--- config.mk ---
export PLATFORM = sky130hd
export DESIGN_NAME = index_mask_builder_flat
export DESIGN_NICKNAME = d
export VERILOG_FILES = /design/src/rtl/index_mask_builder_if.sv /design/src/rtl/index_mask_builder.sv /design/src/flat_wrapper.sv
export SDC_FILE = /design/constraint.sdc
export NUM_CORES = 1
export LEC_CHECK = 0
export CELL_PAD_IN_SITES_DETAIL_PLACEMENT = 0
export CELL_PAD_IN_SITES_GLOBAL_PLACEMENT = 2
export CORE_ASPECT_RATIO = 0.9
export CORE_UTILIZATION = 29
export CTS_CLUSTER_SIZE = 14
export DETAILED_ROUTE_END_ITERATION = 8
export PLACE_DENSITY_LB_ADDON = 0.05
export SLEW_MARGIN = 0
export SYNTH_ARGS = -nofsm -noshare
export SYNTH_HDL_FRONTEND = slang
export SYNTH_SLANG_ARGS = --single-unit
--- constraint.sdc ---
create_clock -name clk -period 5.1 [get_ports clk]
set_clock_uncertainty 0.05 [all_clocks]
set_input_delay 1.02 -clock clk [delete_from_list [all_inputs] [get_ports clk]]
set_output_delay 1.02 -clock clk [all_outputs]
set_load 0.02 [all_outputs]
--- src/rtl/index_mask_builder_if.sv ---
// Index-beat input and mask/count output handshake bundle for index_mask_builder.
// The master drives index beats and downstream ready; the slave (the builder) returns the mask stage.
interface index_mask_builder_if #(
  parameter int unsigned DATA_WD = 8,
  parameter int unsigned IND_WD  = $clog2(DATA_WD),
  parameter int unsigned CNT_WD  = $clog2(DATA_WD + 1)
);
  logic                i_valid;
  logic [IND_WD-1:0]   i_index;
  logic                i_last;
  logic                o_ready;
  logic                o_valid;
  logic [DATA_WD-1:0]  o_mask;
  logic [CNT_WD-1:0]   o_count;
  logic                o_dup;
  logic                i_ready;

  modport master (
    output i_valid, i_index, i_last, i_ready,
    input  o_ready, o_valid, o_mask, o_count, o_dup
  );

  modport slave (
    input  i_valid, i_index, i_last, i_ready,
    output o_ready, o_valid, o_mask, o_count, o_dup
  );
endinterface

--- src/rtl/index_mask_builder.sv ---
// Rebuilds a DATA_WD-bit mask from a frame of index beats; presents mask and popcount on a registered output stage.
// Define DUP_DETECT_EN to flag frames that repeat an index on o_dup; otherwise o_dup is tied low.
module index_mask_builder #(
  parameter int unsigned DATA_WD = 8,
  parameter int unsigned IND_WD  = $clog2(DATA_WD),
  parameter int unsigned CNT_WD  = $clog2(DATA_WD + 1)
) (
  input  logic               clk,
  input  logic               reset_n,
  index_mask_builder_if.slave bus
);

  logic [IND_WD-1:0]  idx;
  logic [DATA_WD-1:0] sel;
  logic [DATA_WD-1:0] merged;
  logic [CNT_WD-1:0]  pop;
  logic               ready;
  logic               accept;

  logic [DATA_WD-1:0] acc_q,   acc_d;
  logic [DATA_WD-1:0] mask_q,  mask_d;
  logic [CNT_WD-1:0]  count_q, count_d;
  logic               valid_q, valid_d;

  assign idx    = bus.i_index;
  assign ready  = ~valid_q | bus.i_ready;
  assign accept = bus.i_valid & ready;

  // Out-of-range indices (only possible for non power-of-2 widths) contribute nothing.
  always_comb begin
    sel = '0;
    if (32'(idx) < DATA_WD) sel[idx] = 1'b1;
  end

  always_comb begin
    merged = acc_q | sel;
    pop    = '0;
    for (int unsigned b = 0; b < DATA_WD; b++) pop = pop + CNT_WD'(merged[b]);
  end

  always_comb begin
    acc_d   = acc_q;
    mask_d  = mask_q;
    count_d = count_q;
    valid_d = valid_q;
    if (valid_q && bus.i_ready) valid_d = 1'b0;
    if (accept) begin
      if (bus.i_last) begin
        mask_d  = merged;
        count_d = pop;
        valid_d = 1'b1;
        acc_d   = '0;
      end else begin
        acc_d   = merged;
      end
    end
  end

  always_ff @(posedge clk) begin
    if (!reset_n) begin
      acc_q   <= '0;
      mask_q  <= '0;
      count_q <= '0;
      valid_q <= 1'b0;
    end else begin
      acc_q   <= acc_d;
      mask_q  <= mask_d;
      count_q <= count_d;
      valid_q <= valid_d;
    end
  end

`ifdef DUP_DETECT_EN
  logic hit;
  logic flag_q, flag_d;
  logic dup_q,  dup_d;

  assign hit = |(acc_q & sel);

  // Flag accumulates across the frame; folded into o_dup on the last beat and then cleared.
  always_comb begin
    flag_d = flag_q;
    dup_d  = dup_q;
    if (accept) begin
      if (bus.i_last) begin
        dup_d  = flag_q | hit;
        flag_d = 1'b0;
      end else begin
        flag_d = flag_q | hit;
      end
    end
  end

  always_ff @(posedge clk) begin
    if (!reset_n) begin
      flag_q <= 1'b0;
      dup_q  <= 1'b0;
    end else begin
      flag_q <= flag_d;
      dup_q  <= dup_d;
    end
  end

  assign bus.o_dup = dup_q;
`else
  assign bus.o_dup = 1'b0;
`endif

  assign bus.o_ready = ready;
  assign bus.o_valid = valid_q;
  assign bus.o_mask  = mask_q;
  assign bus.o_count = count_q;

endmodule

--- src/flat_wrapper.sv ---
// flat-port wrapper written by rule: the top's interface ports become plain ports
module index_mask_builder_flat 
#(
  parameter int unsigned DATA_WD = 8,
  parameter int unsigned IND_WD  = $clog2(DATA_WD),
  parameter int unsigned CNT_WD  = $clog2(DATA_WD + 1)
)
  (clk, reset_n, bus_i_valid, bus_i_index, bus_i_last, bus_i_ready, bus_o_ready, bus_o_valid, bus_o_mask, bus_o_count, bus_o_dup);
  index_mask_builder_if #(.DATA_WD(DATA_WD), .IND_WD(IND_WD), .CNT_WD(CNT_WD)) bus_i ();
  input  logic clk;
  input  logic reset_n;
  input wire logic [$bits(bus_i.i_valid)-1:0] bus_i_valid;
  input wire logic [$bits(bus_i.i_index)-1:0] bus_i_index;
  input wire logic [$bits(bus_i.i_last)-1:0] bus_i_last;
  input wire logic [$bits(bus_i.i_ready)-1:0] bus_i_ready;
  output wire logic [$bits(bus_i.o_ready)-1:0] bus_o_ready;
  output wire logic [$bits(bus_i.o_valid)-1:0] bus_o_valid;
  output wire logic [$bits(bus_i.o_mask)-1:0] bus_o_mask;
  output wire logic [$bits(bus_i.o_count)-1:0] bus_o_count;
  output wire logic [$bits(bus_i.o_dup)-1:0] bus_o_dup;
  assign bus_i.i_valid = bus_i_valid;
  assign bus_i.i_index = bus_i_index;
  assign bus_i.i_last = bus_i_last;
  assign bus_i.i_ready = bus_i_ready;
  assign bus_o_ready = bus_i.o_ready;
  assign bus_o_valid = bus_i.o_valid;
  assign bus_o_mask = bus_i.o_mask;
  assign bus_o_count = bus_i.o_count;
  assign bus_o_dup = bus_i.o_dup;
  index_mask_builder #(.DATA_WD(DATA_WD), .IND_WD(IND_WD), .CNT_WD(CNT_WD)) u_core (.clk(clk), .reset_n(reset_n), .bus(bus_i));
endmodule
==> results.json <==
{
  "ff2ff_setup_slack_ns": 1.79,
  "ys_seq_area_share_pct": 40.2,
  "cp.required_ns": 5.23,
  "yosys_warnings": 0,
  "design.die.area_mm2": 0.00385,
  "cts-resized-gates": 0,
  "syn_inst": 115,
  "wl_per_cell_um": 14.8,
  "clockBufferDepth": 2,
  "grt_max_degree": 23,
  "status": "complete, no violations",
  "cts-buffers-inserted": 3,
  "synthDistinctLibCells": 30,
  "setup_tns_ns": 0,
  "grt_pass1_wl_um": 4610,
  "core_mm2": 0.00340,
  "setup_viol": 0,
  "fin_crit_ns": 4.39,
  "max_stage_delay_ns": 0.56,
  "post_cts_buffers": 0,
  "p_seq_share_pct": 47.1,
  "hpwl_um": 1850,
  "critical_path_arrival_ns": 4.53,
  "antenna_found_initial": 0,
  "overflow": 0,
  "p_sw_share_pct": 29.4,
  "syn_area_mm2": 0.00105,
  "path_class": "input pin to flop",
  "crit_path_top_delay_cell": "clkdlybuf4s50_1",
  "synth_area_leaders": "dfxtp_1, a21oi_1, fa_1",
  "final_cell_mix": "clkdlybuf4s50_1, dfxtp_1, a21oi_1, inv_1, nor2_1",
  "slew_viol_final": 0,
  "drc": 0,
  "start_util_pct": 30.7,
  "p_leak_nw": 0.545,
  "cp_cell_sequence": "clkdlybuf4s50_1 > nor3_1 > or2_2 > ha_1 > inv_1 > fa_1 > inv_1 > fa_1 > fa_1 > inv_1 > fa_1 > a211oi_1",
  "grt_use_total_pct": 16.3,
  "clockRootBuffer": "clkbuf_8",
  "peakVddDrop_mv": 0.105,
  "hold_slack_ns": 0.424,
  "finalHoldViolations": 0,
  "cts_hold_buf": 0,
  "io_pins": 23,
  "n_fill_cell": 347,
  "antennaDiodeCount": 0,
  "h-tree-depth": 1,
  "cp_max_fo": 6,
  "drive_gt1_share_pct": 10.3,
  "drt.antenna.violating_nets": 0,
  "die_w_um": 65.3,
  "finalNetCount": 152,
  "crit_path_start_kind": "input pin",
  "wl_um": 2660,
  "cts_tree": "yes",
  "io_buffers": 21,
  "p_switching_mw": 0.109,
  "cts.sinks": 21,
  "vias_per_cell": 4.96,
  "internal-power_mw": 0.263,
  "synth_top_area_share_pct": 40.2,
  "die_h_um": 59.0,
  "drtIter0Drc": 37,
  "syn_avg_cell_area_um2": 9.10,
  "synth_fp_nets": 130,
  "combPwrFrac_pct": 22.3,
  "rsz0062_at_grt": "no",
  "clk-insertion-delay-late_ns": 0.27,
  "drv_cap": 0,
  "grt_pass1_vias": 926,
  "ys_ff_latch": 21,
  "worst_setup_path_end_kind": "flop",
  "fin_crit_sh_pct": 86.1,
  "clockPowerShare_pct": 30.6,
  "min_path_type": "flop to flop",
  "p_per_area_mw_per_mm2": 282,
  "dr.pass1.iters": 4,
  "finalWeightedCongestion": 0.755,
  "timing.fmax_mhz": 228,
  "synth_top_cell_by_area": "dfxtp_1",
  "clk_pin_slew_worst_paths_ns": 0.08,
  "cpMostUsedCell": "fa_1",
  "rows": 20,
  "vias": 893,
  "area_delta_synth_final_pct": 26.4
}
synthesized netlist by cell type, drive strengths merged:
cell,instances
fa,4
and2b,2
ha,3
o311a,1
a211oi,6
nor4,1
o21ai,4
a31oi,4
a21o,3
nor2b,2
inv,12
conb,1
clkbuf,1
xnor2,1
dfxtp,21
or2,1
and2,2
a21oi,17
nand4,1
a41oi,4
nand3,2
nor2,10
a31o,1
buf,6
nor3,4
nand2,1
state kept, by name (all words and copies together), names as in the netlist:
signal and cells:
u_core.bus.o_valid 1, u_core.bus.o_count 4, u_core.acc_q 8, u_core.bus.o_mask 8
area by class of cell:
type	count	area, um2	share of cell area [%]
clock inverter	1	5.00	0.378
tap	44	55.1	4.16
sequential	21	420	31.8
multi-input combinational	75	523	39.5
clock buffer	3	41.3	3.12
inverter	12	45.0	3.41
timing repair buffer	24	233	17.6
critical path, delay by kind of cell:
kind | cells | cell delay (ns)
buf+inv | 4 | 0.74
fa+ha+maj | 5 | 2.17
simple gates | 2 | 0.40
compound gates | 1 | 0.20
cells by family (layout without fill, tap and decap cells):
kind of cell	count (synthesis)	after routing	synth area share, %
other cells	1	1	0.359
xor+xnor	1	1	0.837
flops	21	21	40.2
simple gates	26	26	13.2
compound gates	40	40	24.4
buf+inv	19	40	9.81
fa+ha+maj	7	7	11.2
per-layer routing:
layer | vias to the layer above | GRT usage (%) | wire (um)
li1 | 442 | - | -
met1 | 429 | 22.2 | 1340
met2 | 17 | 24.4 | 1160
met3 | 5 | 3.08 | 96
met4 | 0 | 8.70 | 53
met5 | - | 0 | 0
final timing paths:
path	to	depth (start not counted)	from
hold reg to reg	u_core.bus.o_count[2]	2	u_core.bus.o_count[2]
setup reg to reg	u_core.bus.o_count[1]	10	u_core.acc_q[0]
setup / recovery	u_core.bus.o_count[1]	12	bus_i_index[1]
hold / removal	u_core.bus.o_count[2]	2	u_core.bus.o_count[2]
power by group through the flow:
| stage | sequential, mW | clock, mW | combinational, mW |
|---|---|---|---|
| floorplan | 0.187 | 0 | 0.0454 |
| global placement | 0.179 | 0 | 0.0822 |
| detailed placement | 0.179 | 0 | 0.0833 |
| CTS | 0.176 | 0.120 | 0.0844 |
| global route | 0.176 | 0.129 | 0.0935 |
| finish | 0.175 | 0.114 | 0.0831 |
stage by stage:
stage / total power, mW / setup WS, ns / instances / utilization (%) / area, um2
finish: 0.372 / 0.710 / 180 / 38.9 / 1320
global route: 0.399 / 0.447 / 180 / 38.9 / 1320
CTS: 0.380 / 0.705 / 180 / 38.9 / 1320
detailed placement: 0.263 / 0.441 / 176 / 37.5 / 1280
global placement: 0.261 / 0.513 / 176 / 37.5 / 1280
floorplan: 0.232 / 1.03 / 115 / - / 1050
(Power assumes the default switching activity.)
==> RTL change 1, RTL diff (same settings) <==
Add a define of `DUP_DETECT_EN`.
--- a/src/rtl/index_mask_builder.sv
+++ b/src/rtl/index_mask_builder.sv
@@ -1,5 +1,7 @@
 // Rebuilds a DATA_WD-bit mask from a frame of index beats; presents mask and popcount on a registered output stage.
 // Define DUP_DETECT_EN to flag frames that repeat an index on o_dup; otherwise o_dup is tied low.
+`define DUP_DETECT_EN
+
 module index_mask_builder #(
   parameter int unsigned DATA_WD = 8,
   parameter int unsigned IND_WD  = $clog2(DATA_WD),
Check against the original RTL: not equivalent (Yosys sat finds a counterexample within 4 cycles, from zero or initial values and one cycle with reset_n low).
==> RTL change 1 against the unedited design <==
- routed wire length decreased by 7.3%
- setup slack improved by 43 ps
- clock power decreased by 4%
- global-route usage decreased by 2.9 points
- sequential cell count increased by 2
- synthesized area increased by 5.6%
- final area increased by 6.2%
- sequential power increased by 7%
- total power decreased by 1.3%
- highest routed layer unchanged
==> RTL change 1: results (changes against the unedited design) <==
[run_status]
status = completed  ; unchanged

[worst_setup_path]
slowest_delay_ps = 690  ; was 560 ps
crit_fanout = 12  ; was 6

[synth]
syn_avg_cell_area_um2 = 10.04  ; was 9.096 um^2
synth_fa_ha_area_share_pct = 10.65  ; was 11.24%
yosys-top-cells-count = dfxtp_1 (23), nor2_1 (13), a22o_1 (8), inv_1 (6), a21oi_1 (5)  ; was dfxtp_1 (21), a21oi_1 (17), inv_1 (11), nor2_1 (10), a211oi_1 (6)
yosysUniqueCellTypes = 34  ; was 30
synth_area_leaders = dfxtp_1 (42%), fa_1 (7.2%), a22o_1 (6.3%), nor2_1 (4.4%), ha_1 (3.4%)  ; was dfxtp_1 (40%), a21oi_1 (8.1%), fa_1 (7.7%), a211oi_1 (4.3%), inv_1 (3.9%)
synthMuxAreaShare_pct = 1.812  ; was 0%
synth_xor_area_share_pct = 0.7928  ; was 0.8373%
syn-num-nets = 125  ; was 130
synth_compound_area_share_pct = 24.58  ; was 24.40%
ys_seq_area_share_pct = 41.68  ; was 40.19%

[pwr]
irDropWorstVdd_mv = 0.1287  ; was 0.1055 mV
switchingPower_mw = 0.09621  ; was 0.1094 mW
total_leakage_power_nw = 0.5543  ; was 0.5449 nW
p_seq_mw = 0.188  ; was 0.175 mW
p_clk_share_pct = 29.9  ; was 30.6%

[final_layout]
drive_gt1_share_pct = 9.091  ; was 10.29%
nNetsFinal = 148  ; was 152
fin_cells = 176  ; was 180

[detailed_routing]
vias_per_cell = 4.835  ; was 4.961
route.met2.wl_um = 1010  ; was 1161 um
wl_met1_um = 1340  ; was 1344 um
drtIter0Drc = 23  ; was 37
wl_per_cell_um = 13.98  ; was 14.75 um
dr_wl_met3_um = 91  ; was 96 um

[global_route]
met2_usage_pct = 19.86  ; was 24.45%
grt_pass1_wl_um = 4077  ; was 4609 um
grt_use_met3_pct = 3.571  ; was 3.077%
use_met1_pct = 19.40  ; was 22.22%
grt_usage_pct = 13.38  ; was 16.30%
grt_max_degree = 14  ; was 23
antenna_found_initial = 0  ; unchanged

[sta]
whs_ps = 419.0  ; was 424.2 ps

[clock_network]
clk_latency_ps = 250  ; was 270 ps
post_cts_buffers = 0  ; unchanged

[placed_design]
dp.final_hpwl_um = 1876  ; was 1850 um
pre_cts_ws_ps = 480.2  ; was 441.4 ps
port_buffers = 22  ; was 21
place_congestion = 0.8039  ; was 0.7554

-- RTL change 1: worst paths after layout --
check	from	end	slack [ps]	cells past startpoint
setup reg to reg	u_core.acc_q[1]	u_core.bus.o_count[2]	1970	11
setup / recovery	bus_i_index[0]	u_core.bus.o_count[2]	750	13
hold reg to reg	u_core.bus.o_mask[2]	u_core.bus.o_mask[2]	420	1
hold / removal	u_core.bus.o_mask[2]	u_core.bus.o_mask[2]	420	1
-- RTL change 1: final cells by class --
cell class / count / area, um^2
multi-input cells: 74 / 583.1
inverters: 7 / 26.28
repair buffers: 24 / 235.2
well taps: 44 / 55.05
fillers: 370 / 2098
flip-flops and latches: 23 / 460.4
clock buffers: 4 / 45.04
-- RTL change 1: cells by family after synthesis --
family	Yosys count
AND/OR/NAND/NOR	29
flip-flops	23
adder cells (fa/ha/maj)	7
buffers and inverters	13
XOR/XNOR	1
multiplexers	2
AO/OA/AOI/OAI	35
==> RTL change 2, RTL diff (config.mk and constraints unchanged) <==
Without the edit above. `DATA_WD` is set to 8 in 3 places; all go to 4.
--- a/src/rtl/index_mask_builder_if.sv
+++ b/src/rtl/index_mask_builder_if.sv
@@ -1,7 +1,7 @@
 // Index-beat input and mask/count output handshake bundle for index_mask_builder.
 // The master drives index beats and downstream ready; the slave (the builder) returns the mask stage.
 interface index_mask_builder_if #(
-  parameter int unsigned DATA_WD = 8,
+  parameter int unsigned DATA_WD = 4,
   parameter int unsigned IND_WD  = $clog2(DATA_WD),
   parameter int unsigned CNT_WD  = $clog2(DATA_WD + 1)
 );
--- a/src/rtl/index_mask_builder.sv
+++ b/src/rtl/index_mask_builder.sv
@@ -1,7 +1,7 @@
 // Rebuilds a DATA_WD-bit mask from a frame of index beats; presents mask and popcount on a registered output stage.
 // Define DUP_DETECT_EN to flag frames that repeat an index on o_dup; otherwise o_dup is tied low.
 module index_mask_builder #(
-  parameter int unsigned DATA_WD = 8,
+  parameter int unsigned DATA_WD = 4,
   parameter int unsigned IND_WD  = $clog2(DATA_WD),
   parameter int unsigned CNT_WD  = $clog2(DATA_WD + 1)
 ) (
--- a/src/flat_wrapper.sv
+++ b/src/flat_wrapper.sv
@@ -1,7 +1,7 @@
 // flat-port wrapper written by rule: the top's interface ports become plain ports
 module index_mask_builder_flat 
 #(
-  parameter int unsigned DATA_WD = 8,
+  parameter int unsigned DATA_WD = 4,
   parameter int unsigned IND_WD  = $clog2(DATA_WD),
   parameter int unsigned CNT_WD  = $clog2(DATA_WD + 1)
 )
Ports: changed (resized bus_i_index, bus_o_count and bus_o_mask); port bits go from 23 to 17. No check against the original RTL was run, so the function may have changed too.
==> RTL change 2 against the unedited design <==
- register-to-register slack better by 1500 ps
- setup slack better by 900 ps
- synthesized area decreased by 44%
- routed wire length decreased by 55%
- total power down 46%
- sequential power decreased by 42%
- sequential cell count shrank 9
- critical path depth is 8 lower
- final area is 42% lower
==> RTL change 2: results (changes against the unedited design) <==
[run_status]
status = completed  ; unchanged

[final_layout]
nNetsFinal = 87  ; was 152
drive_gt1_share_pct = 13.33  ; was 10.29%
fillers = 219  ; was 347
n_antenna_cell = 0  ; unchanged

[synth]
synth_cells = 60  ; was 115
yosysWarnings = 0  ; unchanged
ys_async_sr_fraction_pct = 0  ; unchanged
yosysUniqueCellTypes = 27  ; was 30
syn-num-nets = 70  ; was 130
ys_seq_area_share_pct = 41.11  ; was 40.19%
yosys-top-cells-count = dfxtp_1 (12), nor2_1 (5)  ; was dfxtp_1 (21), a21oi_1 (17), inv_1 (11), nor2_1 (10), a211oi_1 (6)
synth_area_leaders = dfxtp_1 (41%), ha_1 (4.3%), nor3b_2 (4.3%), a21boi_1 (3.9%), fa_1 (3.4%)  ; was dfxtp_1 (40%), a21oi_1 (8.1%), fa_1 (7.7%), a211oi_1 (4.3%), inv_1 (3.9%)

[placed_design]
place_congestion = 0.7191  ; was 0.7554
dp.final_hpwl_um = 876.8  ; was 1850 um
dp_cells = 97  ; was 176
port_buffers = 15  ; was 21

[worst_setup_path]
crit_fanout = 14  ; was 6
r2r_slack_ps = 3250  ; was 1790 ps
critical_path.slowest_cell = clkdlybuf4s50_1  ; unchanged
path_class = primary input to primary output  ; was primary input to flop
critPathArrivalTime_ps = 2420  ; was 4530 ps
cp-endpoint = bus_o_ready  ; was u_core.bus.o_count[1]
worst-r2r-cell-count = 6  ; was 10
cp-startpoint = bus_i_ready  ; was bus_i_index[1]
r2r-start = u_core.acc_q[1]  ; was u_core.acc_q[0]
slowest_delay_ps = 650  ; was 560 ps
reg2reg_to = u_core.bus.o_count[1]  ; unchanged

[detailed_routing]
drcViolationCount = 0  ; unchanged
num_vias = 471  ; was 893
vias_per_cell = 4.710  ; was 4.961
firstDrtPassIters = 4  ; unchanged
wirelength_um = 1182  ; was 2655 um
drtIter0Drc = 4  ; was 37

[global_route]
grt_pass1_wl_um = 2056  ; was 4609 um
grt_max_degree = 15  ; was 23
grt_pass1_vias = 437  ; was 926
grt_usage_pct = 13.10  ; was 16.30%

[clock_network]
clock-root-buffer = clkbuf_4  ; was clkbuf_8
post_cts_buffers = 0  ; unchanged
clock_path_buffers = 2  ; unchanged
h-tree-depth = 1  ; unchanged
cts_resized = 0  ; unchanged

[sta]
tns_ps = 0  ; unchanged
whs_ps = 416.2  ; was 424.2 ps

[pwr]
total_leakage_power_nw = 0.3115  ; was 0.5449 nW
swShare_pct = 26.44  ; was 29.38%
irDropWorstVdd_mv = 0.1247  ; was 0.1055 mV

[hold_path]
min_from = u_core.acc_q[0]  ; was u_core.bus.o_count[2]
min_to = u_core.acc_q[0]  ; was u_core.bus.o_count[2]

## RTL change 2: changes by cell type in the layout (fill, tap and decap cells not counted), sizes merged, moves of 3 or more
cell / change
a211oi: -6
buf: -3
clkdlybuf4s50: -6
inv: -11
a21boi: +4
fa: -3
a41oi: -3
nor2: -5
dfxtp: -9
a21oi: -15
## RTL change 2: power groups by stage
stage / clock network (mW) / registers, mW / logic, mW
2_1_floorplan: 0 / 0.108 / 0.0233
3_3_place_gp: 0 / 0.103 / 0.0458
3_5_place_dp: 0 / 0.103 / 0.0449
4_1_cts: 0.0590 / 0.101 / 0.0454
5_1_grt: 0.0620 / 0.102 / 0.0500
6_report: 0.0561 / 0.101 / 0.0445
## RTL change 2: logic make-up after synthesis
logic type      Yosys count  share of synthesized area, %
buf+inv                   4                         5.138
simple gates             20                         21.63
compound gates           20                         23.77
other cells               1                        0.6418
fa+ha+maj                 3                         7.708
flops                    12                         41.11
## RTL change 2: layout make-up
cell class	instances	area [um^2]	area share, %
Multi-Input combinational cell	44	314.1	41.22
Sequential cell	12	240.2	31.53
Timing Repair Buffer	15	150.1	19.70
Tap cell	25	31.28	4.105
Clock buffer	3	22.52	2.956
Inverter	1	3.754	0.4926
## RTL change 2: stage by stage
step	setup slack [ps]	cell area (um^2)
floorplan	2518	584.3
global placement	1605	739.5
detailed placement	1598	739.5
CTS	1588	762.0
global route	1541	762.0
finish	1606	762.0
## RTL change 2: routing by layer
layer	GRT usage [%]	vias to the layer above	wire length, um
li1	-	246	-
met1	16.77	211	587
met2	18.90	12	520
met3	6.186	2	59
met4	5.294	0	14
met5	0	-	0
## RTL change 2: critical path: cells and delay by family
| kind | cells | cell delay, ps |
|---|---|---|
| simple gates | 1 | 70 |
| buf+inv | 3 | 1330 |
